--- src/rtl/decode_stage.sv ---
// ============================================================================
// decode_stage -- RV32I decode stage
//
// Takes the fetch stage's D registers (InstrD/PCD/PCPlus4D) and produces the
// execute stage's inputs. It decodes the control signals, extends the
// immediate, and reads a 32x32 register file that is written back from W.
// Everything is captured in the D/E pipeline register. The hazard unit drives
// StallE and FlushE.
//
// Optional feature: define WB_BYPASS_EN to forward ResultW onto the read ports
// when the W stage writes a register that D reads in the same cycle. Without
// it, a write is visible to reads one cycle later.
//
// Ports
//   clk, rst                  rising-edge clock, asynchronous active-low reset
//   InstrD, PCD, PCPlus4D     D-stage instruction and PCs
//   StallE, FlushE            D/E register hold / bubble (see comment below)
//   RegWriteW, RDW, ResultW   register-file write port from W
//   Rs1D, Rs2D                combinational source indices for the hazard unit
//   RegWriteE .. IllegalE     registered control signals
//   RD1E, RD2E, ImmExtE       registered operands
//   RdE, Rs1E, Rs2E           registered register indices
//   PCE, PCPlus4E             registered PCs
// ============================================================================
module decode_stage #(
  parameter int XLEN  = 32,
  parameter int NREGS = 32
) (
  input  logic            clk,
  input  logic            rst,
  input  logic [31:0]     InstrD,
  input  logic [XLEN-1:0] PCD,
  input  logic [XLEN-1:0] PCPlus4D,
  input  logic            StallE,
  input  logic            FlushE,
  input  logic            RegWriteW,
  input  logic [4:0]      RDW,
  input  logic [XLEN-1:0] ResultW,
  output logic [4:0]      Rs1D,
  output logic [4:0]      Rs2D,
  output logic            RegWriteE,
  output logic [1:0]      ResultSrcE,
  output logic            MemWriteE,
  output logic            JumpE,
  output logic            BranchE,
  output logic            ALUSrcE,
  output logic [2:0]      ALUControlE,
  output logic            IllegalE,
  output logic [XLEN-1:0] RD1E,
  output logic [XLEN-1:0] RD2E,
  output logic [XLEN-1:0] ImmExtE,
  output logic [4:0]      RdE,
  output logic [4:0]      Rs1E,
  output logic [4:0]      Rs2E,
  output logic [XLEN-1:0] PCE,
  output logic [XLEN-1:0] PCPlus4E
);

  localparam logic [6:0] OP_LW   = 7'b0000011;
  localparam logic [6:0] OP_SW   = 7'b0100011;
  localparam logic [6:0] OP_R    = 7'b0110011;
  localparam logic [6:0] OP_IALU = 7'b0010011;
  localparam logic [6:0] OP_BEQ  = 7'b1100011;
  localparam logic [6:0] OP_JAL  = 7'b1101111;

  localparam logic [2:0] ALU_ADD = 3'b000;
  localparam logic [2:0] ALU_SUB = 3'b001;
  localparam logic [2:0] ALU_AND = 3'b010;
  localparam logic [2:0] ALU_OR  = 3'b011;
  localparam logic [2:0] ALU_SLT = 3'b101;

  typedef enum logic [2:0] {
    IMM_NONE = 3'd0,
    IMM_I    = 3'd1,
    IMM_S    = 3'd2,
    IMM_B    = 3'd3,
    IMM_J    = 3'd4
  } immSel_t;

  // Everything the D/E register carries, packed so that reset and flush
  // can clear it with a single assignment.
  typedef struct packed {
    logic            regWrite;
    logic [1:0]      resultSrc;
    logic            memWrite;
    logic            jump;
    logic            branch;
    logic            aluSrc;
    logic [2:0]      aluControl;
    logic            illegal;
    logic [XLEN-1:0] rd1;
    logic [XLEN-1:0] rd2;
    logic [XLEN-1:0] immExt;
    logic [4:0]      rd;
    logic [4:0]      rs1;
    logic [4:0]      rs2;
    logic [XLEN-1:0] pc;
    logic [XLEN-1:0] pcPlus4;
  } deReg_t;

  logic [6:0]      opcode;
  logic [2:0]      funct3;
  logic            funct7b5;
  logic [4:0]      rdD;

  logic            regWriteD;
  logic [1:0]      resultSrcD;
  logic            memWriteD;
  logic            jumpD;
  logic            branchD;
  logic            aluSrcD;
  logic [2:0]      aluControlD;
  logic            illegalD;
  immSel_t         immSel;
  logic [XLEN-1:0] immExtD;
  logic [XLEN-1:0] rd1D;
  logic [XLEN-1:0] rd2D;

  logic [XLEN-1:0] regs [NREGS];

  deReg_t deNext;
  deReg_t deQ;

  assign opcode   = InstrD[6:0];
  assign funct3   = InstrD[14:12];
  assign funct7b5 = InstrD[30];
  assign rdD      = InstrD[11:7];
  assign Rs1D     = InstrD[19:15];
  assign Rs2D     = InstrD[24:20];

  // --------------------------------------------------------------------------
  // Control decode
  // --------------------------------------------------------------------------
  always_comb begin
    regWriteD   = 1'b0;
    resultSrcD  = 2'b00;
    memWriteD   = 1'b0;
    jumpD       = 1'b0;
    branchD     = 1'b0;
    aluSrcD     = 1'b0;
    aluControlD = ALU_ADD;
    illegalD    = 1'b0;
    immSel      = IMM_NONE;
    case (opcode)
      OP_LW: begin
        regWriteD  = 1'b1;
        resultSrcD = 2'b01;
        aluSrcD    = 1'b1;
        immSel     = IMM_I;
      end
      OP_SW: begin
        memWriteD = 1'b1;
        aluSrcD   = 1'b1;
        immSel    = IMM_S;
      end
      OP_R, OP_IALU: begin
        regWriteD = 1'b1;
        aluSrcD   = (opcode == OP_IALU);
        immSel    = (opcode == OP_IALU) ? IMM_I : IMM_NONE;
        case (funct3)
          // funct7[5] selects sub only for R-type; for I-type it is imm bit 10.
          3'b000:  aluControlD = (opcode == OP_R && funct7b5) ? ALU_SUB : ALU_ADD;
          3'b010:  aluControlD = ALU_SLT;
          3'b110:  aluControlD = ALU_OR;
          3'b111:  aluControlD = ALU_AND;
          default: begin
            // Unsupported ALU op: mark it and keep it from writing a register.
            regWriteD = 1'b0;
            aluSrcD   = 1'b0;
            immSel    = IMM_NONE;
            illegalD  = 1'b1;
          end
        endcase
      end
      OP_BEQ: begin
        branchD     = 1'b1;
        aluControlD = ALU_SUB;
        immSel      = IMM_B;
      end
      OP_JAL: begin
        regWriteD  = 1'b1;
        resultSrcD = 2'b10;
        jumpD      = 1'b1;
        immSel     = IMM_J;
      end
      // An all-zero word is a fetch bubble, not a fault.
      default: illegalD = (InstrD != 32'd0);
    endcase
  end

  // --------------------------------------------------------------------------
  // Immediate extension
  // --------------------------------------------------------------------------
  always_comb begin
    immExtD = '0;
    case (immSel)
      IMM_I: immExtD = {{(XLEN-12){InstrD[31]}}, InstrD[31:20]};
      IMM_S: immExtD = {{(XLEN-12){InstrD[31]}}, InstrD[31:25], InstrD[11:7]};
      IMM_B: immExtD = {{(XLEN-12){InstrD[31]}}, InstrD[7], InstrD[30:25],
                        InstrD[11:8], 1'b0};
      IMM_J: immExtD = {{(XLEN-20){InstrD[31]}}, InstrD[19:12], InstrD[20],
                        InstrD[30:21], 1'b0};
      default: immExtD = '0;
    endcase
  end

  // --------------------------------------------------------------------------
  // Register file: x0 is never written and always reads zero.
  // --------------------------------------------------------------------------
  always_ff @(posedge clk or negedge rst) begin
    if (!rst) begin
      for (int i = 0; i < NREGS; i++) regs[i] <= '0;
    end else if (RegWriteW && RDW != 5'd0) begin
      regs[RDW] <= ResultW;
    end
  end

  always_comb begin
    rd1D = '0;
    rd2D = '0;
`ifdef WB_BYPASS_EN
    // A nonzero index that matches RDW implies RDW != 0.
    if (Rs1D != 5'd0) rd1D = (RegWriteW && RDW == Rs1D) ? ResultW : regs[Rs1D];
    if (Rs2D != 5'd0) rd2D = (RegWriteW && RDW == Rs2D) ? ResultW : regs[Rs2D];
`else
    if (Rs1D != 5'd0) rd1D = regs[Rs1D];
    if (Rs2D != 5'd0) rd2D = regs[Rs2D];
`endif
  end

  // --------------------------------------------------------------------------
  // D/E pipeline register.
  // FlushE loads an all-zero bubble. StallE holds the current contents.
  // FlushE wins over StallE, and with neither set the register loads every
  // edge. There is no valid/ready pairing: the hazard unit owns both signals.
  // --------------------------------------------------------------------------
  always_comb begin
    deNext.regWrite   = regWriteD;
    deNext.resultSrc  = resultSrcD;
    deNext.memWrite   = memWriteD;
    deNext.jump       = jumpD;
    deNext.branch     = branchD;
    deNext.aluSrc     = aluSrcD;
    deNext.aluControl = aluControlD;
    deNext.illegal    = illegalD;
    deNext.rd1        = rd1D;
    deNext.rd2        = rd2D;
    deNext.immExt     = immExtD;
    deNext.rd         = rdD;
    deNext.rs1        = Rs1D;
    deNext.rs2        = Rs2D;
    deNext.pc         = PCD;
    deNext.pcPlus4    = PCPlus4D;
  end

  always_ff @(posedge clk or negedge rst) begin
    if (!rst) begin
      deQ <= '0;
    end else if (FlushE) begin
      deQ <= '0;
    end else if (!StallE) begin
      deQ <= deNext;
    end
  end

  assign RegWriteE   = deQ.regWrite;
  assign ResultSrcE  = deQ.resultSrc;
  assign MemWriteE   = deQ.memWrite;
  assign JumpE       = deQ.jump;
  assign BranchE     = deQ.branch;
  assign ALUSrcE     = deQ.aluSrc;
  assign ALUControlE = deQ.aluControl;
  assign IllegalE    = deQ.illegal;
  assign RD1E        = deQ.rd1;
  assign RD2E        = deQ.rd2;
  assign ImmExtE     = deQ.immExt;
  assign RdE         = deQ.rd;
  assign Rs1E        = deQ.rs1;
  assign Rs2E        = deQ.rs2;
  assign PCE         = deQ.pc;
  assign PCPlus4E    = deQ.pcPlus4;

endmodule

--- config.mk ---
export PLATFORM = sky130hd
export DESIGN_NAME = decode_stage
export DESIGN_NICKNAME = d
export VERILOG_FILES = /design/src/rtl/decode_stage.sv
export SDC_FILE = /design/constraint.sdc
export NUM_CORES = 2
export LEC_CHECK = 0
export ABC_AREA = 1
export BUFFER_PORTS_ARGS = -buffer_cell sky130_fd_sc_hd__buf_2
export CAP_MARGIN = 15
export CORE_MARGIN = 3
export CORE_UTILIZATION = 61
export DETAILED_ROUTE_END_ITERATION = 10
export HOLD_SLACK_MARGIN = 0.12
export PLACE_DENSITY_LB_ADDON = 0.25
export SLEW_MARGIN = 20
export SYNTH_ARGS = -nofsm -noshare
export SYNTH_HDL_FRONTEND = slang
export SYNTH_SLANG_ARGS = --single-unit
--- constraint.sdc ---
create_clock -name clk -period 1.7 [get_ports clk]
set_clock_uncertainty 0.2 [all_clocks]
set_input_delay 0.17 -clock clk [delete_from_list [all_inputs] [get_ports clk]]
set_output_delay 0.17 -clock clk [all_outputs]
set_load 0.005 [all_outputs]
==> results of run 1 <==
## what timing repair did
item | CTS
hold buffers | 370
pin swaps | 0
gates resized for setup | 60
setup buffers | 10
hold endpoints to repair | 2364
setup endpoints to repair | 63
## Yosys cell counts
| library cell | instances | area, um2 |
|---|---|---|
| buf_2 | 132 | 661 |
| a21oi_1 | 513 | 2570 |
| inv_2 | 8 | 30.0 |
| nor3_1 | 9 | 45.0 |
| nand3_1 | 696 | 3480 |
| o41ai_1 | 1 | 8.76 |
| o21ai_0 | 1423 | 7120 |
| nor4_1 | 2 | 12.5 |
| buf_4 | 22 | 165 |
| o31ai_1 | 2 | 15.0 |
| nand2_1 | 2484 | 9320 |
| o22ai_1 | 5 | 31.3 |
| nor4_4 | 1 | 21.3 |
| o21ai_1 | 36 | 180 |
| clkbuf_1 | 529 | 1990 |
| nor3_2 | 3 | 30.0 |
| nand4_1 | 3 | 18.8 |
| buf_1 | 68 | 255 |
| clkinv_1 | 5 | 18.8 |
| nor2_1 | 507 | 1900 |
| o211ai_1 | 286 | 2150 |
| dfrtp_1 | 1198 | 30000 |
| or2_2 | 4 | 25.0 |
| nor2_2 | 6 | 37.5 |
| inv_1 | 483 | 1810 |
| a22o_1 | 64 | 561 |
## metrics by stage
step,hold slack [ns],utilization,setup slack [ns],setup TNS (ns)
floorplan,-0.326,-,0.00147,0
global placement,-0.121,0.696,-0.228,-10.27
detailed placement,-0.134,0.696,-0.256,-18.08
CTS,-0.242,0.780,-0.117,-3.82
## metal layers
layer  global-route usage  GRT overflow
met1                0.675             1
met2                0.743            31
met5                0.160             0
met4                0.429            17
met3                0.364             5
## cell families after synthesis
group | count (synthesis)
AO/OA/AOI/OAI | 2330
buffers and inverters | 1247
flip-flops | 1198
AND/OR/NAND/NOR | 3715
==> impl_metrics.toml, run 1 <==
[synthesis]
avgSynthCellArea_um2 = 7.35
ys_seq_area_frac = 0.480
synth-seq-cells = 1198
synth_simple_gate_area_frac = 0.239
synthesis.nets = 8628
syn_area_um2 = 62400
synth_compound_area_frac = 0.202
synthCells = 8490
synth_top_family_by_area = "simple AND/OR/NAND/NOR gates"
synth_fa_ha_area_frac = 0
synth_xor_area_frac = 0
synth.mux.area_fraction = 0
synth_cell_types = 26
ys_warn_count = 0

[run_status]
status = "did not finish"
stop_stage = "global routing (5_1_grt)"
error_line = "[ERROR GRT-0232] Routing congestion too high. Check the congestion heatmap in the GUI."

[global_routing]
grt_start_max_net_pins = 79
antenna_found_initial = 51
gr-usage-all-layers = 0.578
gr-total-overflow = 54

[clocking]
cts_sinks = 1198
cts_htree_levels = 4
cts_buffer_depth = 3
cts_buffers = 135
cts_root_buffer = "clkbuf_16"

[die]
start_util = 0.619
die_y_um = 326
num_rows = 116
fp.dieW_um = 326
ios = 334

[sta]
worst_endpoint = "PCE[10]"
worstEpCategory = "top-level output"

[placement]
routabilityCongestion = 0.975
dp.cells = 10000
dpl-instance-area_um2 = 70200
io_buffers = 333
hpwl_um = 156000
==> inputs of run 2 (changes only) <==
--- a/config.mk
+++ b/config.mk
@@ -9,10 +9,9 @@
 export BUFFER_PORTS_ARGS = -buffer_cell sky130_fd_sc_hd__buf_2
 export CAP_MARGIN = 15
 export CORE_MARGIN = 3
-export CORE_UTILIZATION = 61
+export CORE_UTILIZATION = 40
 export DETAILED_ROUTE_END_ITERATION = 10
-export HOLD_SLACK_MARGIN = 0.12
-export PLACE_DENSITY_LB_ADDON = 0.25
+export PLACE_DENSITY_LB_ADDON = 0.15
 export SLEW_MARGIN = 20
 export SYNTH_ARGS = -nofsm -noshare
 export SYNTH_HDL_FRONTEND = slang
==> impl_metrics.toml, run 2 <==
[power_and_ir_drop]
peakVddDrop_v = 0.000808
combPwrFrac = 0.195
power.leakage_nw = 38.4
p_clk_frac = 0.372
switching_share = 0.309
power.internal_mw = 58.7
power.switching_mw = 26.3
pwr_density_cell_nw_per_um2 = 1050
power_frac_seq = 0.433

[sta]
finalCriticalPeriod_ns = 1.85
grt_setup_unrepaired = "true"
finalCritPeriodShare = 1.09
hold_slack_ns = -0.168
clock.fmax_mhz = 541
final-hold-violation-count = 16
finalSetupViolations = 83
tightest_slew_ns = 0.877
setup-tns-final_ns = -3.84
slew-limit-headroom = 0.413
finalMaxSlewViolations = 0
fin_ws_ns = -0.148

[final_layout]
largest-register = "regs"
finalNonFillerCells = 11400
layout_common_cells = "nand2_1, o21ai_0, dfrtp_1, nand3_1, a21oi_1"
nNetsFinal = 9366
largest_register_ffs = 1024
drive_above_1_share = 0.153
fin_util = 0.521
final_common_cell = "nand2_1"
syn2layout_area_growth_pct = 29.0

[setup_path]
r2r_slack_ns = 0.04
r2r-end = "PCPlus4E[26]"
slowest_delay_ns = 0.62
crit_top_cell = "nor2_1"
critical_path_required_ns = 2.18
cp_data_arrival_time_ns = 2.33
cp_cell_sequence = "buf_2 > dlygate4sd3_1 > nand2_2 > inv_1 > nor2_1 > nor2_1 > buf_4 > nor2_1 > dlygate4sd3_1 > o21ai_0"
start_kind = "input pin"
path_class = "input pin to register"
cp_top_family = "buffers and inverters"
end_kind = "register"
path_buf_inv = 5
r2r_cells = 3
slowest_stage = "dlygate4sd3_1"
cp_max_fo = 2
r2r_start = "PCPlus4E[26]"

[synthesis]
yosys.area.top_type = "dfrtp_1"
ys_seq_area_frac = 0.480
synth_edf_count = 0
synthArstFlopShare = 1.00
yosysMostFrequentCell = "nand2_1"
ys_warn_count = 0
synthCells = 8490
ys.flop_type = "dfrtp_1"
synth_common_cells = "nand2_1, o21ai_0, dfrtp_1"
avgSynthCellArea_um2 = 7.35
synth_top_area_share = 0.480
syn_area_um2 = 62400
synth-seq-cells = 1198
synth_cell_types = 26
synthesis.nets = 8628
synthTopCellsByArea = "dfrtp_1, nand2_1, o21ai_0"

[clocking]
cts_sinks = 1198
cts_htree_levels = 4
cts_tree = "done"
cts_buffers = 138
cts_buffer_depth = 3
clk_pin_slew_ns = 0.06
clock_latency_ns = 0.79
cts_root_buffer = "clkbuf_16"

[hold_path]
worstHoldStart = "InstrD[1]"
min_to = "ImmExtE[0]"
worst_hold_path_type = "input pin to register"
holdPathStages = 7

[routing]
wl_per_cell_um = 24.5
remaining_drc_errors = 0
drt_iter0_markers = 8742
finalWirelength_um = 279000
antenna_left = 0
num_vias = 65100
drtPass1Iterations = 8
viasPerCell = 5.72

[die]
fp.dieW_um = 401
num_rows = 144
die_area_um2 = 161000
core-area_um2 = 155000
ios = 334
start_util = 0.404
die_y_um = 401

[global_routing]
gr-usage-all-layers = 0.335
grt_pass1_vias = 61000
antenna_found_initial = 19
gr-total-overflow = 0
grt_start_max_net_pins = 69
grt_pass1_wl_um = 409000

[placement]
routabilityCongestion = 0.912
hpwl_um = 178000
dp.cells = 10800
io_buffers = 333

[run_status]
violations = "hold timing, setup timing"
status = "finished with violations"

[job]
drv_cap = 0
run 2: cell counts after synthesis:
No cell type changed its count.
run 2: power by group through the flow:
stage | Sequential [mW] | Combinational (mW) | Clock (mW)
floorplan | 36.2 | 9.55 | 0
global placement | 37.0 | 15.1 | 0
detailed placement | 37.0 | 15.4 | 0
CTS | 36.6 | 16.2 | 31.9
global route | 37.3 | 18.6 | 33.1
finish | 36.8 | 16.6 | 31.6
run 2: metrics by stage:
step / setup slack, ns / total power, mW / cell area (um2)
after detailed placement: -0.493 / 52.5 / 71600
after global routing: -0.182 / 89.0 / 80500
after CTS: -0.172 / 84.7 / 79900
final: -0.148 / 85.0 / 80500
after floorplan: 0.00147 / 45.7 / 62400
after global placement: -0.439 / 52.0 / 71600
run 2: how the worst max path moves through the flow:
| stage | startpoint | to | slack (ns) | cells past startpoint |
|---|---|---|---|---|
| 3_3_place_gp | InstrD[23] | RD2E[0] | -0.44 | 12 |
| 2_1_floorplan | InstrD[17] | RD1E[13] | 0.001 | 11 |
| 6_report | InstrD[13] | ALUSrcE | -0.15 | 10 |
| 3_5_place_dp | InstrD[23] | RD2E[0] | -0.49 | 12 |
| 5_1_grt | InstrD[13] | ALUSrcE | -0.18 | 10 |
| 4_1_cts | RD1E[30] | RD1E[30] | -0.17 | 1 |
run 2: cell families (layout without fill, tap and decap cells):
logic type	after synthesis	after routing	synth area share
AO/OA/AOI/OAI	2330	2330	0.202
buffers and inverters	1247	2095	0.0789
flip-flops	1198	1198	0.480
other	0	13	0
AND/OR/NAND/NOR	3715	3715	0.239
run 2: timing repair:
item | 4_1_cts | 5_1_grt
setup endpoints to repair | 166 | 849
gates resized for setup | 70 | 83
gates cloned | 0 | 3
setup buffers | 40 | 68
hold buffers | 309 | 28
pin swaps | 0 | 17
hold endpoints to repair | 2364 | 80
run 2: area by class of cell:
class	instances	area (um2)
Multi-Input combinational cell	6045	27900
Clock inverter	60	714
Antenna cell	13	32.5
Fill cell	14400	74000
Clock buffer	190	4020
Timing Repair Buffer	1349	13500
Inverter	496	1890
Sequential cell	1198	30000
Tap cell	2044	2560
run 2: routing by layer:
layer | share of wire | track usage | vias up | wire length (um)
met5 | 0.000097 | 0 | - | 27
met4 | 0.051 | 0.150 | 4 | 14300
met3 | 0.10 | 0.0723 | 743 | 28500
met2 | 0.44 | 0.511 | 3624 | 121000
met1 | 0.41 | 0.458 | 31300 | 115000
li1 | - | - | 29500 | -
run 2: worst register-to-register path: stages, from the launching register on:
cell	delay (ns)
dfrtp_1	0.43
buf_4	0.16
a22o_1	0.19
dlygate4sd3_1	0.56
Note: power is estimated with default switching activity, not from simulation.
